## src/rtl/serial_link_pkg.sv

```systemverilog
// rtl/serial_link_pkg.sv - shared types and constants for the 1-bit serial link
package serial_link_pkg;

    typedef enum logic {
        IDLE  = 1'b0,
        SHIFT = 1'b1
    } ser_state_t;

    localparam int SER_WIDTH       = 4;
    localparam bit LSB_FIRST_ORDER = 1'b1;
    localparam bit MSB_FIRST_ORDER = 1'b0;

endpackage

```

## src/rtl/ser_bit_counter.sv

```systemverilog
// rtl/ser_bit_counter.sv - modulo-WIDTH bit counter with clear, enable and terminal count
module ser_bit_counter
    import serial_link_pkg::*;
#(
    parameter int WIDTH = SER_WIDTH
) (
    input  logic                     clk,
    input  logic                     rst,
    input  logic                     clr,
    input  logic                     en,
    output logic [$clog2(WIDTH)-1:0] cnt,
    output logic                     tc
);

    localparam int CW = $clog2(WIDTH);
    localparam logic [CW-1:0] LAST = CW'(WIDTH - 1);

    assign tc = (cnt == LAST);

    // Clear wins over enable so a fresh word always starts at bit 0.
    always_ff @(posedge clk or posedge rst) begin
        if (rst) begin
            cnt <= '0;
        end else if (clr) begin
            cnt <= '0;
        end else if (en) begin
            cnt <= tc ? '0 : cnt + CW'(1);
        end
    end

endmodule

```

## src/rtl/piso_serializer.sv

```systemverilog
// rtl/piso_serializer.sv - parallel-in serial-out transmitter with first/last frame markers
module piso_serializer
    import serial_link_pkg::*;
#(
    parameter int WIDTH     = SER_WIDTH,
    parameter bit LSB_FIRST = LSB_FIRST_ORDER
) (
    input  logic             clk,
    input  logic             rst,
    input  logic [WIDTH-1:0] pi,
    input  logic             load_valid,
    output logic             load_ready,
    output logic             so,
    output logic             so_valid,
    output logic             so_first,
    output logic             so_last,
    output logic             busy
);

    localparam int CW = $clog2(WIDTH);

    ser_state_t       state;
    ser_state_t       state_nx;
    logic [WIDTH-1:0] sr;
    logic [CW-1:0]    cnt;
    logic             tc;
    logic             accept;
    logic             out_bit;

    // Ready also on the last-bit cycle so consecutive words stream without a gap.
    assign load_ready = (state == IDLE) || ((state == SHIFT) && tc);
    assign accept     = load_valid && load_ready;
    assign out_bit    = LSB_FIRST ? sr[0] : sr[WIDTH-1];

    ser_bit_counter #(.WIDTH(WIDTH)) u_cnt (
        .clk (clk),
        .rst (rst),
        .clr (accept),
        .en  (state == SHIFT),
        .cnt (cnt),
        .tc  (tc)
    );

    always_ff @(posedge clk or posedge rst) begin
        if (rst) begin
            state <= IDLE;
        end else begin
            state <= state_nx;
        end
    end

    always_comb begin
        state_nx = state;
        case (state)
            IDLE:    if (accept) state_nx = SHIFT;
            SHIFT:   if (accept) state_nx = SHIFT;
                     else if (tc) state_nx = IDLE;
            default: state_nx = IDLE;
        endcase
    end

    always_ff @(posedge clk or posedge rst) begin
        if (rst) begin
            sr <= '0;
        end else if (accept) begin
            sr <= pi;
        end else if (state == SHIFT) begin
            sr <= LSB_FIRST ? (sr >> 1) : (sr << 1);
        end
    end

    always_comb begin
        so_valid = (state == SHIFT);
        busy     = so_valid;
        so_first = so_valid && (cnt == '0);
        so_last  = so_valid && tc;
        so       = so_valid ? out_bit : 1'b0;
    end

endmodule

```

## config.mk

```make
export PLATFORM = sky130hd
export DESIGN_NAME = piso_serializer
export DESIGN_NICKNAME = d
export VERILOG_FILES = /design/src/rtl/serial_link_pkg.sv /design/src/rtl/ser_bit_counter.sv /design/src/rtl/piso_serializer.sv
export SDC_FILE = /design/constraint.sdc
export NUM_CORES = 1
export LEC_CHECK = 0
export CORE_AREA = 2 2 39 41
export CTS_CLUSTER_SIZE = 16
export DETAILED_ROUTE_END_ITERATION = 10
export DIE_AREA = 0 0 41 43
export PLACE_DENSITY_LB_ADDON = 0.15
export SYNTH_ARGS = -nofsm -noshare
export SYNTH_HDL_FRONTEND = slang
export SYNTH_SLANG_ARGS = --single-unit
```

## constraint.sdc

```tcl
create_clock -name clk -period 1.4 [get_ports clk]
set_input_delay 0.28 -clock clk [delete_from_list [all_inputs] [get_ports clk]]
set_output_delay 0.28 -clock clk [all_outputs]
set_load 0.02 [all_outputs]
```

# --- After elaboration in Yosys (flattened, before gate mapping) ---
# Cells that the tools add are included.
word_totals:
  wordCells: 22
  register_bits: 7
  out_inout_bits: 6
op_classes:
  n_mux: 10
  add_sub_neg: 1
  reduce_logical: 6
  eq_ne: 1
  bitwise_logic: 1
op_table:
  columns: ["cell", "n"]
  rows:
  - ["$mux 4", 2]
  - ["$mux 2", 3]
  - ["$mux 1", 4]
  - ["$logic_and 1x1->1", 3]
  - ["$add 2x1->2 const B", 1]
  - ["$eq 2x2->1 const B", 1]
  - ["$logic_not 2->1", 1]
  - ["$pmux 1 s2", 1]
  - ["$reduce_bool 2->1", 1]
  - ["$logic_or 1x1->1", 1]
  - ["$not 1->1", 1]

# --- Logic depth before layout (Yosys ltp) ---
# Gate-level depths: netlist of the first run.
logic_depth:
  ltp_word: 6
  depth_mapped: 5

# --- By module ---
# Synthesis of the first run repeated with hierarchy kept, for this count alone.
hier_totals:
  hier_cells: 40
  hier_area_um2: 406.6
by_module_without_submodules:
  columns: ["module", "seq_area_each_um2", "cells_each", "n_inst", "area_per_inst_um2"]
  rows:
  - ["piso_serializer", 125.1, 31, 1, 302.8]
  - ["ser_bit_counter", 50.0, 9, 1, 103.8]

# --- Least setup slack after synthesis of the first run ---
# OpenSTA, ideal clock, no wires.
synth_path:
  kind: "register to register"
  from: "reg u_cnt.cnt[0]"
  to: "reg sr[0]"
  required_time_ps: 1271
  stages_incl_launch_ff: 6
  arrival_time_ps: 1131
  path_slack_ps: 139
  setup_ps: 129
  n_path_buf: 1
  synth_period_minus_slack_ps: 1261
  path_cell_list: "dfrtp_1 -> ha_1 -> or2b_1 -> buf_6 -> o22ai_1 -> a31oi_1"
synth_via:
  elab_chain_len: 5
  word_cells_on_any_way: 6
  classes_between: "eq/ne (1); mux (1); reduce/logical (4)"
synth_rtl:
  columns: ["item", "line_no", "rtl"]
  rows:
  - ["start, declared", "ser_bit_counter.sv:11", "output logic [$clog2(WIDTH)-1:0] cnt,"]
  - ["start signal, assigned", "ser_bit_counter.sv:27", "cnt <= tc ? '0 : cnt + CW'(1);"]
  - ["$eq 2x2->1 *", "ser_bit_counter.sv:18", "assign tc = (cnt == LAST);"]
  - ["$logic_and 1x1->1 *", "piso_serializer.sv:31", "assign load_ready = (state == IDLE) || ((state == SHIFT) && tc);"]
  - ["$logic_or 1x1->1 *", "piso_serializer.sv:31", null]
  - ["via load_ready", "piso_serializer.sv:12", "output logic load_ready,"]
  - ["$logic_and 1x1->1 *", "piso_serializer.sv:32", "assign accept = load_valid && load_ready;"]
  - ["$mux 4 / $reduce_bool 2->1 (equally long branches)", null, null]
  - ["end signal, assigned", "piso_serializer.sv:66", "sr <= pi;"]
  - ["end signal, assigned", "piso_serializer.sv:68", "sr <= LSB_FIRST ? (sr >> 1) : (sr << 1);"]
  - ["end, declared", "piso_serializer.sv:24", "logic [WIDTH-1:0] sr;"]
# Mark *: on every way through the listed nets, which the timed path passes. The rest lies on a longest branch.
# A chain may end at the register's enable or synchronous reset.

# --- Final worst setup path of the first run ---
layout_path:
  from: "reg u_cnt.cnt[0]"
  to: "out load_ready"
layout_via:
  elab_chain_len: 3
layout_rtl:
  columns: ["item", "line_no"]
  rows:
  - ["$eq 2x2->1", "ser_bit_counter.sv:18"]
  - ["$logic_and 1x1->1", "piso_serializer.sv:31"]
  - ["$logic_or 1x1->1", "piso_serializer.sv:31"]
  - ["end, declared", "piso_serializer.sv:12"]
# No other way between the ends.

==> run metrics, run 1 <==
outcome=finished with violations; failing checks=setup timing; synthesized flop and latch total=7; Slew @ Worst Pin=0.280 ns; final setup skew=0.00193 ns; Ports=13; RSZ-0062 raised after global routing=yes; Clock Latency Late Sink=0.24 ns; HP Class=in2async; first-pass GRT wire length=~1500 µm; H-tree Lvls=1; pwr dens=2240 nW/µm²; commonest non-fill, non-tap cell in the layout=buf_4; Remaining Overflow, GRT=0; Core Box Area=roughly 1400 µm²; Setup violations, final=1; Layout Cells excl Fill=77; period utilization=1.07; DRT antenna net count=0; EDFF count, synth=0; CTS sink cnt=7; WP data required=between 1 and 1.5 ns; Total Wirelength=869 µm; CTS root buffer=clkbuf_4; routed len/inst=11.3 µm; crit path launch type=flop; DRC violations left=0; worst setup margin=-0.0975 ns; Rows=14; Final Hold Viols=0; Placer Congestion=0.721; largest net degree at the start of global routing=11; fraction of registers with async set/reset=1.00; Mapped Cells=around 40; end-of-flow core utilization=0.458; min Tclk post-route=1.50 ns; Area growth syn-to-layout=51.5%; final instance area=633 µm²; Fmax=0.668 GHz; drt first pass iters=3; die area=1760 µm²; Die Y=43 µm; Setup CP Type=reg2out; Yosys warnings=0; Arr. time, crit path=~1.2 ns; Seq/Total Area, Yosys=0.419; Avg Vias per Cell=4.75; leak pwr=0.000316 µW; Rel. slew slack=0.813; Final Max Tran Viols=0; Die Wd=41 µm; CP Capture Type=output pin; total vias in the final route=366; Syn Area/Cell=10.2 µm²; Total GRT Usage=0.129; Post-Place Cells=69; area of placed instances=about 550 µm²; Place WS=-0.259 ns; Port Buffer Count=12; Post-Syn Area=418 µm²; initial antenna violation count=0; Synth cell types=18; Initial Util=0.302; VDD IR-drop max=roughly 0.0011 V; Nets=a little over 70; vias in the first global route=364; CTS tree=done; Worst-path clk slew=0.05 ns; clk buf depth=2; fraction of layout cells with a size suffix above 1=0.393; syn_nets=50; # diodes=0; commonest cells after routing, fill and taps aside=7 x buf_4, 6 x inv_1, 6 x clkdlybuf4s50_1, 6 x dfrtp_1, 4 x buf_6; 1st-iter DRT viols=7; CTS Buf Count=3; Synth Flop Type=dfrtp_1; Tot Pwr=around 1400 µW; Max Cap Viol=0; worst-path fanout max=3
## cell families after synthesis
| group | synth area share |
|---|---|
| AO/OA/AOI/OAI | 0.147 |
| AND/OR/NAND/NOR | 0.129 |
| adder cells (fa/ha/maj) | 0.0599 |
| flip-flops | 0.419 |
| buffers and inverters | 0.138 |
| multiplexers | 0.108 |
## through the flow
stage	hold WS [ns]	setup TNS, ns
finish	0.272	-0.0975
global route	0.325	-0.263
CTS	0.280	-0.123
detailed placement	0.474	-1.30
global placement	0.466	-1.08
floorplan	0.0834	0
## worst paths after layout
kind	slack, ns	depth (start not counted)	startpoint	endpoint
worst max-delay path	-0.1	3	u_cnt.cnt[0]	load_ready
worst min-delay path	0.27	2	rst	sr[1]
worst max register to register	0.05	5	u_cnt.cnt[0]	sr[0]
worst min register to register	0.49	1	u_cnt.cnt[0]	u_cnt.cnt[0]
max in group asynchronous	0.89	2	rst	busy
min in group clk	0.49	1	u_cnt.cnt[0]	u_cnt.cnt[0]
## power by group
| part | internal, µW | switching [µW] | total [µW] |
|---|---|---|---|
| clock | 109 | 71.2 | 180 |
| sequential | 292 | 71.5 | 364 |
| combinational | 484 | 394 | 878 |
## cell type report
| cell class | count | area, µm² |
|---|---|---|
| Fill cell | 137 | 751 |
| Inverter | 6 | 22.5 |
| Clock buffer | 4 | 26.3 |
| Tap cell | 16 | 20.0 |
| Sequential cell | 7 | 176 |
| Multi-Input combinational cell | 24 | 200 |
| Timing Repair Buffer | 20 | 188 |
## worst max-delay path: stages, from the launching register on
cell     delay [ns]
dfrtp_1        0.39
ha_2           0.19
or2b_1         0.25
buf_6          0.14
## state kept, by name (all words and copies together), names as in the netlist
register	flops
sr	4
u_cnt.cnt	2
busy	1
## layer usage
metal  vias up  routed length [µm]  share of wire  global-route usage
li1        178                   -              -                   -
met1       177                 374           0.43               0.170
met2         9                 446           0.51               0.191
met3         2                  39          0.045              0.0157
met4         0                   8         0.0092              0.0800
met5         -                   0              0                   0
## what timing repair did
item / in CTS / in global routing
resized for setup: 30 / 6
setup endpoints to repair: 6 / 7
pin swaps: 2 / 0
setup buffers: 3 / 1
hold buffers: 0 / 0
## synthesized netlist by cell type (all sizes together) (2+ instances only)
master  instances  area [µm²]
o21ai           2        10.0
and2            3        18.8
a31oi           3        18.8
buf             4        35.0
ha              2        25.0
mux2            3        45.0
o22ai           4        25.0
dfrtp           7         175
nand2b          2        12.5
inv             6        22.5
Power figures use the tool's default switching activity.
==> run 2: changes to the inputs <==
--- a/config.mk
+++ b/config.mk
@@ -5,10 +5,12 @@
 export SDC_FILE = /design/constraint.sdc
 export NUM_CORES = 1
 export LEC_CHECK = 0
-export CORE_AREA = 2 2 39 41
+export CELL_PAD_IN_SITES_DETAIL_PLACEMENT = 1
+export CELL_PAD_IN_SITES_GLOBAL_PLACEMENT = 2
+export CORE_ASPECT_RATIO = 1.1
+export CORE_UTILIZATION = 25
 export CTS_CLUSTER_SIZE = 16
 export DETAILED_ROUTE_END_ITERATION = 10
-export DIE_AREA = 0 0 41 43
 export PLACE_DENSITY_LB_ADDON = 0.15
 export SYNTH_ARGS = -nofsm -noshare
 export SYNTH_HDL_FRONTEND = slang
==> run metrics, run 2 (synthesis results as in run 1) <==
area of placed instances=554 µm² (was 553 µm²); Tot Pwr=1360 µW (was 1420 µW); Total GRT Usage=0.135 (was 0.129); WP data required=1.12 ns (about the same); origin of the critical flop-to-flop path=u_cnt.cnt[0] (unchanged); die area=1840 µm² (was 1760 µm²); pwr dens=2280 nW/µm² (was 2240 nW/µm²); met2 WL=541 µm (was 446 µm); metal3 WL=46 µm (was 39 µm); Port Buffer Count=12 (unchanged); Nets=68 (was 71); Remaining Overflow, GRT=0 (unchanged); commonest non-fill, non-tap cell in the layout=dfrtp_1 (was buf_4); cell count of the worst reg-to-reg path=5 (unchanged); worst-path fanout max=3 (unchanged); cells along the critical path=ha_2 > or2b_1 > buf_6 (unchanged); initial antenna violation count=0 (unchanged); H-tree Lvls=1 (unchanged); first-pass GRT wire length=1600 µm (was 1520 µm); CP max-delay cell=dfrtp_1 (unchanged); Top delay family on crit path=flip-flops (unchanged); highest metal used=met3 (was met4); Worst-path clk slew=0.06 ns (was 0.05 ns); largest net degree at the start of global routing=11 (unchanged); Rel. slew slack=0.810 (was 0.813); clk buf depth=2 (unchanged); HP Class=in2async (unchanged); total vias in the final route=356 (was 366); DRT antenna net count=0 (unchanged); layout filler cell count=185 (was 137); min Tclk post-route=1.51 ns (was 1.50 ns); worst setup margin=-0.107 ns (was -0.0975 ns); worst path bufs/invs=1 (unchanged); Total Wirelength=969 µm (was 869 µm); CTS sink cnt=7 (unchanged); crit path launch type=flop (unchanged); final setup skew=0.00970 ns (was 0.00193 ns); Max Cap Viol=0 (unchanged); failing checks=setup timing (unchanged); Post-CTS Hold Fix Bufs=0 (unchanged); Rows=15 (was 14); leak pwr=0.000304 µW (was 0.000316 µW); dpl hpwl=748 µm; CTS tree=done (unchanged); area of the multi-input gates=206 µm² (was 200 µm²); Setup violations, final=2 (was 1); final instance area=597 µm² (was 633 µm²); worst reg-to-reg setup slack=0.06 ns (was 0.05 ns); CTS root buffer=clkbuf_4 (unchanged); Arr. time, crit path=1.23 ns (was 1.22 ns); # diodes=0 (unchanged); drt first pass iters=2 (was 3); register area=175 µm² (was 176 µm²); Critical R2R Capture=sr[1] (was sr[0]); DRC violations left=0 (unchanged); Area growth syn-to-layout=42.8% (was 51.5%); max reg flops=4 (unchanged); CTS Buf Count=3 (unchanged); CP Capture Type=output pin (unchanged); Die Wd=41.0 µm (was 41 µm); period utilization=1.08 (was 1.07); fraction of layout cells with a size suffix above 1=0.379 (was 0.393); Final Hold Viols=0 (unchanged); Placer Congestion=0.670 (was 0.721); Die Y=44.9 µm (was 43 µm); commonest cells after routing, fill and taps aside=7 x dfrtp_1, 6 x inv_1, 6 x clkdlybuf4s50_1 (was 7 x buf_4, 6 x inv_1, 6 x clkdlybuf4s50_1, 6 x dfrtp_1, 4 x buf_6); Fmax=0.664 GHz (was 0.668 GHz); RSZ-0062 raised after global routing=yes (unchanged); 1st-iter DRT viols=2 (was 7); Reg with most FFs=sr (unchanged); DRT met1 WL=381 µm (was 374 µm); Initial Util=0.268 (was 0.302); Avg Vias per Cell=4.75 (about the same); Final Max Tran Viols=0 (unchanged); Max stage delay on crit path=0.40 ns (was 0.39 ns); Clock Latency Late Sink=0.26 ns (was 0.24 ns); routed len/inst=12.9 µm (was 11.3 µm); Slew @ Worst Pin=0.285 ns (was 0.280 ns); vias in the first global route=370 (was 364); Core Box Area=1560 µm² (was 1380 µm²); Setup CP Type=reg2out (unchanged); VDD IR-drop max=0.000731 V (was 0.00112 V); Ports=13 (unchanged); hold_ws=0.260 ns (was 0.272 ns); outcome=finished with violations (unchanged)
run 2: layout make-up:
class,count,share of cell area
multi-input combinational,24,0.346
sequential,7,0.294
timing repair buffer,17,0.241
clock buffer,3,0.0377
inverter,6,0.0377
tap,17,0.0356
clock inverter,1,0.00839
run 2: per-layer routing:
layer / up-vias / global-route usage
li1: 170 / -
met1: 174 / 0.167
met2: 12 / 0.206
met3: 0 / 0.0443
met4: 0 / 0.0600
met5: - / 0
run 2: worst max path at each step:
stage | from | end | slack (ns) | cells past startpoint
floorplan | u_cnt.cnt[0] | sr[0] | 0.14 | 5
global placement | u_cnt.cnt[0] | load_ready | -0.24 | 3
detailed placement | u_cnt.cnt[0] | load_ready | -0.27 | 3
CTS | u_cnt.cnt[0] | load_ready | -0.11 | 3
global route | u_cnt.cnt[1] | load_ready | -0.16 | 3
finish | u_cnt.cnt[0] | load_ready | -0.11 | 3
run 2: what timing repair did:
item                                    in CTS  in global routing
gates resized for setup                     34                  1
pin swaps                                    1                  0
buffers inserted                             2                  0
endpoints found under the setup margin       6                  7
run 2: power breakdown:
part / total, µW / switching [µW] / internal (µW) / leakage, µW
Combinational: 810 / 396 / 414 / 0.000201
Clock: 187 / 82.2 / 105 / 0.0000177
Sequential: 363 / 73.2 / 290 / 0.0000858
Total: 1360 / 552 / 809 / 0.000304
run 2: metrics by stage:
stage,setup slack [ns],instances,TNS (ns),utilization
floorplan,0.139,41,0,-
global placement,-0.241,70,-0.717,0.356
detailed placement,-0.266,70,-0.813,0.356
CTS,-0.111,76,-0.224,0.390
global route,-0.158,75,-0.358,0.383
finish,-0.107,75,-0.161,0.383
==> run 3: changes to the inputs <==
--- a/config.mk
+++ b/config.mk
@@ -8,8 +8,9 @@
 export CELL_PAD_IN_SITES_DETAIL_PLACEMENT = 1
 export CELL_PAD_IN_SITES_GLOBAL_PLACEMENT = 2
 export CORE_ASPECT_RATIO = 1.1
+export CORE_MARGIN = 10
 export CORE_UTILIZATION = 25
-export CTS_CLUSTER_SIZE = 16
+export CTS_CLUSTER_SIZE = 40
 export DETAILED_ROUTE_END_ITERATION = 10
 export PLACE_DENSITY_LB_ADDON = 0.15
 export SYNTH_ARGS = -nofsm -noshare
==> run metrics, run 3 (synthesis results as in run 1) <==
RSZ-0062 raised after global routing=yes (unchanged); period utilization=1.08 (about the same); commonest cells after routing, fill and taps aside=7 x buf_4, 6 x inv_1, 6 x clkdlybuf4s50_1, 6 x dfrtp_1 (was 7 x dfrtp_1, 6 x inv_1, 6 x clkdlybuf4s50_1); clk buf depth=2 (unchanged); Fmax=0.660 GHz (was 0.664 GHz); DRC violations left=0 (unchanged); Rows=15 (unchanged); outcome=finished with violations (unchanged); Total GRT Usage=0.0666 (was 0.135); CP max-delay cell=dfrtp_1 (unchanged); initial antenna violation count=0 (unchanged); min Tclk post-route=1.52 ns (was 1.51 ns); origin of the critical flop-to-flop path=u_cnt.cnt[0] (unchanged); failing checks=setup timing (unchanged); Area growth syn-to-layout=44.6% (was 42.8%); met1 usage=0.0686 (was 0.167); HP Class=in2async (unchanged); Initial Util=0.265 (was 0.268); GR Layer Usage met3=0.0325 (was 0.0443); commonest non-fill, non-tap cell in the layout=buf_4 (was dfrtp_1); Arr. time, crit path=1.24 ns (was 1.23 ns); total vias in the final route=354 (was 356); Port Buffer Count=12 (unchanged); DRT antenna net count=0 (unchanged); Die Wd=59.0 µm (was 41.0 µm); Slew @ Worst Pin=0.279 ns (was 0.285 ns); 1st-iter DRT viols=2 (unchanged); worst setup margin=-0.116 ns (was -0.107 ns); hold_ws=0.271 ns (was 0.260 ns); Clock Latency Late Sink=0.26 ns (about the same); Final Max Tran Viols=0 (unchanged); Rel. slew slack=0.814 (was 0.810); crit path launch type=flop (unchanged); CP Capture Type=output pin (unchanged); cell count of the worst reg-to-reg path=5 (unchanged); WP data required=1.12 ns (about the same); Total Wirelength=1120 µm (was 969 µm); final setup skew=0.00103 ns (was 0.00970 ns); Reg with most FFs=sr (unchanged); max reg flops=4 (unchanged); Placer Congestion=0.727 (was 0.670); Max Cap Viol=0 (unchanged); worst-path fanout max=3 (unchanged); Ports=13 (unchanged); Critical R2R Capture=sr[1] (unchanged); largest net degree at the start of global routing=11 (unchanged); CTS Buf Count=3 (unchanged); drt first pass iters=2 (unchanged); layout filler cell count=194 (was 185); end-of-flow core utilization=0.383 (about the same); cells along the critical path=ha_2 > or2b_1 > buf_6 (unchanged); Nets=70 (was 68); Setup violations, final=2 (unchanged); Die Y=62.9 µm (was 44.9 µm); VDD IR-drop max=0.000749 V (was 0.000731 V); pwr dens=2310 nW/µm² (was 2280 nW/µm²); fraction of layout cells with a size suffix above 1=0.383 (was 0.379); vias in the first global route=393 (was 370); Setup CP Type=reg2out (unchanged); routed len/inst=14.5 µm (was 12.9 µm); die area=3710 µm² (was 1840 µm²); gr busiest metal=met2 (unchanged); worst reg-to-reg setup slack=0.05 ns (was 0.06 ns); first-pass GRT wire length=1890 µm (was 1600 µm); # diodes=0 (unchanged); CTS tree=done (unchanged); H-tree Lvls=1 (unchanged); M2 GR Usage=0.0987 (was 0.206); leak pwr=0.000300 µW (was 0.000304 µW); CTS sink cnt=7 (unchanged); dpl hpwl=876 µm (was 748 µm); Worst-path clk slew=0.05 ns (was 0.06 ns); Post-CTS Hold Fix Bufs=0 (unchanged); CTS root buffer=clkbuf_4 (unchanged); Final Hold Viols=0 (unchanged); Remaining Overflow, GRT=0 (unchanged); Core Box Area=1580 µm² (was 1560 µm²); Avg Vias per Cell=4.60 (was 4.75); Max stage delay on crit path=0.40 ns (about the same)
## run 3: worst max-delay path, delay by kind of cell (launching register included)
kind	cells	cell delay, ns
buffers and inverters	1	0.14
adders and majority gates	1	0.19
DFF	1	0.40
and+or+nand+nor	1	0.25
## run 3: stage by stage
step | total power (µW) | setup WS (ns) | cell area [µm²] | std cells | setup TNS, ns
floorplan | 884 | 0.139 | 418 | 41 | 0
global placement | 1130 | -0.263 | 562 | 71 | -0.935
detailed placement | 1170 | -0.274 | 562 | 71 | -1.09
CTS | 1390 | -0.116 | 591 | 76 | -0.152
global route | 1520 | -0.172 | 604 | 77 | -0.350
finish | 1390 | -0.116 | 604 | 77 | -0.138
## run 3: routing by layer
metal	vias up	part of all wire
met1	165	0.39
met5	-	0
met4	0	0.030
li1	174	-
met2	11	0.49
met3	4	0.084
## run 3: power by group
| group | leakage [µW] | total (µW) | switching (µW) | internal (µW) |
|---|---|---|---|---|
| Clock | 0.0000150 | 192 | 82.4 | 109 |
| Combinational | 0.000200 | 833 | 389 | 444 |
| Sequential | 0.0000853 | 370 | 77.7 | 292 |
| Total | 0.000300 | 1390 | 549 | 845 |
## run 3: worst max path at each step
stage                      start          to  slack (ns)  cells past startpoint
floorplan           u_cnt.cnt[0]       sr[0]        0.14                      5
finish              u_cnt.cnt[0]  load_ready       -0.12                      3
global route        u_cnt.cnt[0]  load_ready       -0.17                      3
detailed placement  u_cnt.cnt[0]  load_ready       -0.27                      3
global placement    u_cnt.cnt[0]  load_ready       -0.26                      3
CTS                 u_cnt.cnt[0]  load_ready       -0.12                      3
## run 3: layout make-up
| type | count | area, µm² | area share |
|---|---|---|---|
| timing repair buffer | 19 | 161 | 0.267 |
| clock buffer | 4 | 26.3 | 0.0435 |
| multi-input combinational | 24 | 196 | 0.325 |
| inverter | 6 | 22.5 | 0.0373 |
| tap | 17 | 21.3 | 0.0352 |
| sequential | 7 | 176 | 0.292 |
## run 3: timing repair
item	CTS	global route
pin swaps	1	0
setup endpoints to repair	6	5
resized for setup	33	1
setup buffers	1	1
gates cloned	0	0
hold endpoints to repair	0	0
